`src/rtl/alu_operand_stage.sv`:
```
// Decode/issue stage ahead of the mips32 ALU: decodes select and operands, then registers them
// behind a valid/ready handshake with a one-entry skid buffer and a flopped in_ready.
module alu_operand_stage (
   input  logic        clk,
   input  logic        rst_n,
   input  logic        flush,
   input  logic        in_valid,
   output logic        in_ready,
   input  logic [31:0] instr,
   input  logic [31:0] rs_data,
   input  logic [31:0] rt_data,
   output logic        out_valid,
   input  logic        out_ready,
   output logic [31:0] alu_a,
   output logic [31:0] alu_b,
   output logic [2:0]  alu_select,
   output logic [4:0]  dest_reg,
   output logic        illegal
);

   typedef struct packed {
      logic [31:0] a;
      logic [31:0] b;
      logic [2:0]  sel;
      logic [4:0]  dest;
      logic        illegal;
   } bundle_t;

   typedef enum logic [1:0] {StEmpty, StOne, StTwo} state_e;

   localparam logic [2:0] SelAnd = 3'b000;
   localparam logic [2:0] SelOr  = 3'b001;
   localparam logic [2:0] SelAdd = 3'b010;
   localparam logic [2:0] SelXor = 3'b011;
   localparam logic [2:0] SelSub = 3'b100;
   localparam logic [2:0] SelSrl = 3'b101;
   localparam logic [2:0] SelSll = 3'b110;
   localparam logic [2:0] SelNor = 3'b111;

   logic [5:0]  opcode;
   logic [5:0]  funct;
   logic [4:0]  rt_idx;
   logic [4:0]  rd_idx;
   logic [4:0]  shamt;
   logic [15:0] imm;
   logic        unused_rs_idx;

   assign opcode        = instr[31:26];
   assign rt_idx        = instr[20:16];
   assign rd_idx        = instr[15:11];
   assign shamt         = instr[10:6];
   assign funct         = instr[5:0];
   assign imm           = instr[15:0];
   // rs index is resolved by the register file; only its data is consumed here
   assign unused_rs_idx = ^instr[25:21];

   bundle_t dec;

   always_comb begin
      dec         = '0;
      dec.illegal = 1'b1;
      if (opcode == 6'b000000) begin
         dec.a       = rs_data;
         dec.b       = rt_data;
         dec.dest    = rd_idx;
         dec.illegal = 1'b0;
         case (funct)
            6'b100100:            dec.sel = SelAnd;
            6'b100101:            dec.sel = SelOr;
            6'b100000, 6'b100001: dec.sel = SelAdd;
            6'b100110:            dec.sel = SelXor;
            6'b100010, 6'b100011: dec.sel = SelSub;
            6'b100111:            dec.sel = SelNor;
            6'b000010: begin
               dec.sel = SelSrl;
               dec.a   = rt_data;
               dec.b   = {27'b0, shamt};
            end
            6'b000000: begin
               dec.sel = SelSll;
               dec.a   = rt_data;
               dec.b   = {27'b0, shamt};
            end
            6'b000110: begin
               dec.sel = SelSrl;
               dec.a   = rt_data;
               dec.b   = {27'b0, rs_data[4:0]};
            end
            6'b000100: begin
               dec.sel = SelSll;
               dec.a   = rt_data;
               dec.b   = {27'b0, rs_data[4:0]};
            end
            default: dec = '{a: '0, b: '0, sel: SelAnd, dest: '0, illegal: 1'b1};
         endcase
      end else begin
         dec.a       = rs_data;
         dec.dest    = rt_idx;
         dec.illegal = 1'b0;
         case (opcode)
            6'b001000, 6'b001001: begin
               dec.sel = SelAdd;
               dec.b   = {{16{imm[15]}}, imm};
            end
            6'b001100: begin
               dec.sel = SelAnd;
               dec.b   = {16'b0, imm};
            end
            6'b001101: begin
               dec.sel = SelOr;
               dec.b   = {16'b0, imm};
            end
            6'b001110: begin
               dec.sel = SelXor;
               dec.b   = {16'b0, imm};
            end
            6'b001111: begin
               dec.sel = SelSll;
               dec.a   = {16'b0, imm};
               dec.b   = 32'd16;
            end
            default: dec = '{a: '0, b: '0, sel: SelAnd, dest: '0, illegal: 1'b1};
         endcase
      end
   end

   state_e  state_q, state_d;
   bundle_t out_q, out_d;
   bundle_t skid_q, skid_d;
   logic    in_ready_q;
   logic    accept;

   assign accept = in_valid & in_ready_q;

   always_comb begin
      state_d = state_q;
      out_d   = out_q;
      skid_d  = skid_q;
      if (flush) begin
         state_d = StEmpty;
      end else begin
         unique case (state_q)
            StEmpty: begin
               if (accept) begin
                  state_d = StOne;
                  out_d   = dec;
               end
            end
            StOne: begin
               if (accept && out_ready) begin
                  out_d = dec;
               end else if (accept) begin
                  state_d = StTwo;
                  skid_d  = dec;
               end else if (out_ready) begin
                  state_d = StEmpty;
               end
            end
            StTwo: begin
               if (out_ready) begin
                  state_d = StOne;
                  out_d   = skid_q;
               end
            end
            default: state_d = StEmpty;
         endcase
      end
   end

   always_ff @(posedge clk or negedge rst_n) begin
      if (!rst_n) begin
         state_q    <= StEmpty;
         out_q      <= '0;
         skid_q     <= '0;
         in_ready_q <= 1'b1;
      end else begin
         state_q    <= state_d;
         out_q      <= out_d;
         skid_q     <= skid_d;
         in_ready_q <= (state_d != StTwo);
      end
   end

   assign in_ready   = in_ready_q;
   assign out_valid  = (state_q != StEmpty);
   assign alu_a      = out_q.a;
   assign alu_b      = out_q.b;
   assign alu_select = out_q.sel;
   assign dest_reg   = out_q.dest;
   assign illegal    = out_q.illegal;

endmodule
```
`config.mk`:
```
export PLATFORM = sky130hd
export DESIGN_NAME = alu_operand_stage
export DESIGN_NICKNAME = d
export VERILOG_FILES = /design/src/rtl/alu_operand_stage.sv
export SDC_FILE = /design/constraint.sdc
export NUM_CORES = 1
export LEC_CHECK = 0
export BUFFER_PORTS_ARGS = -buffer_cell sky130_fd_sc_hd__buf_2
export CAP_MARGIN = 30
export CORE_MARGIN = 2
export CORE_UTILIZATION = 54
export CTS_BUF_LIST = sky130_fd_sc_hd__clkbuf_16
export CTS_CLUSTER_DIAMETER = 200
export DETAILED_ROUTE_END_ITERATION = 16
export PLACE_DENSITY = 0.81
export SLEW_MARGIN = 30
export SYNTH_ARGS = -nofsm -noshare
export SYNTH_HDL_FRONTEND = slang
export SYNTH_SLANG_ARGS = --single-unit
```
`constraint.sdc`:
```
create_clock -name clk -period 2.9 [get_ports clk]
set_clock_uncertainty 0.05 [all_clocks]
set_input_delay 0.29 -clock clk [delete_from_list [all_inputs] [get_ports clk]]
set_output_delay 0.29 -clock clk [all_outputs]
set_load 0.01 [all_outputs]
```
==> metrics.yaml, run 1 <==
status: "finished, final reports clean"
finalHoldViolCount: 0
grtUsageTotal: 0.304
path_cells: "nand2_1 > or3_1 > a21oi_4 > buf_4 > mux2_2"
syn_area_um2: 7090
ant_nets: 0
first_global_vias: 6427
powerDensity_nw_per_um2: 621
yosysWarnings: 0
hold_path_depth: 2
grt_pass1_wl_mm: 33.8
cts_resized: 0
crit_type: "flip-flop to flip-flop"
synthCells: 781
ff2ff_setup_slack_ns: 0.63
cap_violations: 0
start_util: 0.557
tightest_slew_ns: 0.816
peakVddDrop_mv: 0.328
vias_per_cell: 6.14
post_cts_buffers: 0
final_nets: 1018
setup_viol: 0
fillerInstances: 1083
start_kind: "flip-flop"
hold_end: "state_q[0]$_DFF_PN0_"
cts_made_buffers: 17
path_buf_inv: 1
synth-seq-cells: 149
wire_per_inst_um: 18.7
synth_top_area_share: 0.523
syn_area_per_cell_um2: 9.07
path_max_fanout: 43
cts_tree: "built"
finalCritPeriodShare: 0.783
drc: 0
slew_violations: 0
cts_buffer_depth: 2
fmax_mhz: 440
layout.cells.most_common: "buf_2"
ff_latch_area_um2: 3730
path_clk_slew_ns: 0.06
reg2reg_from: "in_ready$_DFF_PN1_"
r2r_cells: 5
power_mw: 5.37
drt-initial-drc-count: 959
hold_start: "flush"
die_w_um: 119
end_kind: "flip-flop"
yosysTopAreaCell: "dfrtp_1"
diodes: 0
timing.rr.end: "alu_b[14]$_DFFE_PN0P_"
cp.arrival_ns: 2.52
final_cell_mix: "169 x buf_2, 148 x dfrtp_1, 136 x nand2_1, 105 x o21ai_0, 64 x a21oi_1"
num_io_pins: 176
synth_cell_types: 43
p_leak_nw: 4.00
grt_max_degree: 62
cpLargestDelayFamily: "flip-flops"
seq_area_frac_synth: 0.526
worst_path_largest_cell_delay_ns: 0.53
relSlewSlack: 0.454
slowest_stage: "dfstp_2"
rsz0062_at_grt: "false"
cp.required_ns: 3.15
routed_wl_mm: 20.6
dp_hpwl_mm: 13.8
h-tree-depth: 4
area_delta_synth_final_pct: 22.1
layout-drive-gt1-share: 0.259
synth.net_count: 882
cts.sinks: 149
gp_congestion: 0.936
hp-class: "input port to flip-flop"
multi_input_area_um2: 3080
clock-root-buffer: "clkbuf_16"
num_rows: 41
portBuffers: 170
dieArea_um2: 14100
dr.pass1.iters: 8
antenna_found_initial: 0
insertion_delay_ns: 0.41
synthTopCellsByArea: "dfrtp_1 52%, o21ai_0 7.4%, nand2_1 7.2%"
largest_register_ff_count: 73
tns_ns: 0
fp.coreArea_um2: 12700
fin_hold_ws_ns: 0.0976
largest_register: "skid_q"
overflow: 0
fp.dieH_um: 119
vias: 6755
period_minus_slack_ns: 2.27
cells by family (layout without fill, tap and decap cells):
| group | count (synthesis) | after routing | share of synthesized area |
|---|---|---|---|
| XOR/XNOR | 3 | 3 | 0.00371 |
| AO/OA/AOI/OAI | 285 | 285 | 0.249 |
| buffers and inverters | 74 | 222 | 0.0441 |
| AND/OR/NAND/NOR | 255 | 255 | 0.153 |
| flip-flops | 149 | 149 | 0.526 |
| multiplexers | 15 | 15 | 0.0238 |
through the flow:
stage | util | cells | instance area, µm² | setup WS, ns
2_1_floorplan | - | 781 | 7090 | 0.841
3_3_place_gp | 0.631 | 1069 | 8030 | 0.626
3_5_place_dp | 0.631 | 1069 | 8030 | 0.654
4_1_cts | 0.680 | 1101 | 8650 | 0.638
5_1_grt | 0.680 | 1101 | 8650 | 0.453
6_report | 0.680 | 1101 | 8650 | 0.628
Yosys cell counts, drive strengths merged:
| master | instances |
|---|---|
| dfrtp | 148 |
| nand2 | 136 |
| o21ai | 112 |
| a21oi | 66 |
| nor2 | 55 |
| clkbuf | 53 |
| nand3 | 33 |
| o211ai | 30 |
| a22oi | 23 |
| a221oi | 17 |
| buf | 17 |
| mux2 | 15 |
| a22o | 14 |
| a222oi | 11 |
| and3 | 7 |
| a211oi | 6 |
| and2 | 6 |
| nor2b | 5 |
| inv | 4 |
| nor3 | 3 |
| nand2b | 2 |
| or2 | 2 |
| or3 | 2 |
| xor2 | 2 |
| a21o | 1 |
| dfstp | 1 |
| nor3b | 1 |
| nor4 | 1 |
| o2111ai | 1 |
| o21a | 1 |
| o221ai | 1 |
| o22ai | 1 |
| o31ai | 1 |
| or2b | 1 |
| or3b | 1 |
| xnor2 | 1 |
worst max path at each step:
stage / cells past startpoint / start / slack (ns) / endpoint
2_1_floorplan: 6 / in_ready$_DFF_PN1_ / 0.84 / alu_b[10]$_DFFE_PN0P_
3_3_place_gp: 5 / instr[31] / 0.63 / alu_b[23]$_DFFE_PN0P_
3_5_place_dp: 5 / in_ready$_DFF_PN1_ / 0.65 / alu_b[14]$_DFFE_PN0P_
4_1_cts: 5 / in_ready$_DFF_PN1_ / 0.64 / alu_b[14]$_DFFE_PN0P_
5_1_grt: 6 / in_ready$_DFF_PN1_ / 0.45 / dest_reg[0]$_DFFE_PN0P_
6_report: 5 / in_ready$_DFF_PN1_ / 0.63 / alu_b[14]$_DFFE_PN0P_
layout make-up:
cell class,count,area share
Inverter,4,0.00174
Sequential cell,149,0.431
Clock inverter,14,0.0214
Tap cell,172,0.0249
Clock buffer,17,0.0492
Multi-Input combinational cell,558,0.356
Timing Repair Buffer,187,0.116
metal layers:
metal  share of wire  track usage  up-vias
met5               0            0        -
met4           0.030        0.132        0
met3           0.098       0.0618       56
met2            0.46        0.440      379
met1            0.42        0.444     3248
li1                -            -     3072
power by group:
part           leakage [nW]  internal [mW]  switching (mW)
Combinational          1.71          0.263           0.414
Sequential             2.00           2.29           0.112
Clock                 0.285           1.43           0.863
repair_timing:
| item | 4_1_cts | 5_1_grt |
|---|---|---|
| endpoints found under the setup margin | 0 | 0 |
| endpoints found under the hold margin | 58 | 0 |
| hold buffers | 1 | 0 |
Note: power is estimated with default switching activity, not from simulation.
==> run 2, diff against run 1 <==
- clock period: 2.9 -> 2.2 ns (I/O delays scaled with it)
==> run 2 against run 1 <==
Critical path depth stayed put; clock power rose by 29%; flip-flop and latch count is the same; hold slack got worse by 0.085 ns; first-iteration DRC count is 14% lower; final cell count increased by 1.7%; global-route usage decreased by 0.34 points; die area unchanged; sequential share of layout area down 0.96 points; clock-buffer cell count unchanged; combinational power up 37%; critical endpoint is now alu_b[6]$_DFFE_PN0P_; highest routed layer unchanged.
==> metrics.yaml, run 2 (synthesized netlist as in run 1, its figures left out) <==
hold_start: "rs_data[28]"
drt-initial-drc-count: 826
fp.coreArea_um2: 12700
final_cell_mix: "169 x buf_2, 148 x dfrtp_1, 136 x nand2_1, 105 x o21ai_0, 64 x a21oi_1"
finalCritPeriodShare: 0.955
period_minus_slack_ns: 2.10
cts_tree: "built"
layout.cells.most_common: "buf_2"
path_clk_slew_ns: 0.06
p_leak_nw: 4.12
post_cts_buffers: 0
hp-class: "input port to flip-flop"
num_io_pins: 176
rsz0062_at_grt: "false"
routed_wl_mm: 20.8
grtUsageTotal: 0.301
tightest_slew_ns: 0.721
end_kind: "flip-flop"
cap_violations: 0
setup_viol: 0
path_max_fanout: 14
cts_buffer_depth: 2
slew_violations: 0
first_global_vias: 6472
cp.arrival_ns: 2.36
antenna_found_initial: 2
peakVddDrop_mv: 0.553
drc: 0
final_nets: 1035
postPlaceCellArea_um2: 8220
reg2reg_from: "in_ready$_DFF_PN1_"
largest_register: "skid_q"
cp.required_ns: 2.46
crit_type: "flip-flop to flip-flop"
combPwrFrac: 0.131
gp_congestion: 0.960
fp.dieH_um: 119
dr.pass1.iters: 8
fin_area_um2: 8850
fmax_mhz: 476
fin_util: 0.696
cts_made_buffers: 17
start_util: 0.557
vias: 6810
die_w_um: 119
vias_per_cell: 6.08
ff2ff_setup_slack_ns: 0.1
wire_per_inst_um: 18.6
area_delta_synth_final_pct: 24.9
cts.sinks: 149
power_mw: 7.06
clockPowerShare: 0.420
fin_cells: 1120
num_rows: 41
h-tree-depth: 4
clock-root-buffer: "clkbuf_16"
powerDensity_nw_per_um2: 797
p_seq_frac: 0.449
grt_pass1_wl_mm: 33.3
overflow: 0
fin_ws_ns: 0.0981
p_switching_mw: 1.87
finalHoldViolCount: 0
layout-drive-gt1-share: 0.271
timing.rr.end: "alu_b[6]$_DFFE_PN0P_"
r2r_cells: 5
hold_path_depth: 3
dp_hpwl_mm: 14.0
tns_ns: 0
swShare: 0.265
insertion_delay_ns: 0.42
ant_nets: 0
placedCellCount: 1085
relSlewSlack: 0.520
largest_register_ff_count: 73
internal_power_mw: 5.19
place_ws_ns: 0.125
grt_max_degree: 68
dieArea_um2: 14100
portBuffers: 170
fin_hold_ws_ns: 0.0129
hold_end: "skid_q[69]$_DFFE_PN0P_"
status: "finished, final reports clean"
start_kind: "flip-flop"
## run 2: cell count changes in the layout (fill, tap and decap cells not counted)
cell           before  now
buf_4              15   25
buf_12              1    7
clkinvlp_4          5    1
clkinv_4            0    3
inv_6               1    4
bufinv_16           4    3
diode_2             0    1
dlygate4sd3_1       1    2
o21ai_1             6    7
o21ai_2             1    0
## run 2: cell type report
| type | count | area (µm²) |
|---|---|---|
| antenna | 1 | 2.50 |
| clock buffer | 17 | 425 |
| clock inverter | 15 | 178 |
| fill | 1017 | 3870 |
| inverter | 4 | 15.0 |
| multi-input combinational | 558 | 3080 |
| sequential | 149 | 3730 |
| tap | 172 | 215 |
| timing repair buffer | 204 | 1200 |
## run 2: what timing repair did
item | in CTS | in global routing
hold buffers | 2 | 0
endpoints found under the hold margin | 149 | 0
resized for setup | 0 | 0
## run 2: worst max path at each step
stage | start | endpoint | slack (ns) | cells after the start
4_1_cts | in_ready$_DFF_PN1_ | alu_b[6]$_DFFE_PN0P_ | 0.11 | 5
3_3_place_gp | in_ready$_DFF_PN1_ | alu_b[14]$_DFFE_PN0P_ | 0.17 | 5
5_1_grt | in_ready$_DFF_PN1_ | alu_b[9]$_DFFE_PN0P_ | 0.05 | 5
6_report | in_ready$_DFF_PN1_ | alu_b[6]$_DFFE_PN0P_ | 0.1 | 5
3_5_place_dp | in_ready$_DFF_PN1_ | alu_b[9]$_DFFE_PN0P_ | 0.13 | 5
2_1_floorplan | in_ready$_DFF_PN1_ | alu_b[10]$_DFFE_PN0P_ | 0.14 | 6
## run 2: layer usage
layer / vias up / track usage / wire length, µm
met5: - / 0 / 0
met4: 0 / 0.138 / 703
met3: 66 / 0.0777 / 1920
met2: 347 / 0.425 / 9500
met1: 3284 / 0.434 / 8690
li1: 3113 / - / -
## run 2: worst max-delay path: stages (launching register included)
cell and delay, ns:
dfstp_2 0.54, nand2_1 0.10, or3_1 0.43, a21oi_4 0.24, buf_4 0.26, mux2_2 0.36
## run 2: power groups by stage
| stage | sequential (mW) | clock, mW | combinational [mW] |
|---|---|---|---|
| finish | 3.17 | 2.96 | 0.926 |
| detailed placement | 3.21 | 0 | 0.912 |
| floorplan | 3.22 | 0 | 0.437 |
| global placement | 3.20 | 0 | 0.889 |
| global route | 3.20 | 3.12 | 1.03 |
| CTS | 3.16 | 2.98 | 0.923 |
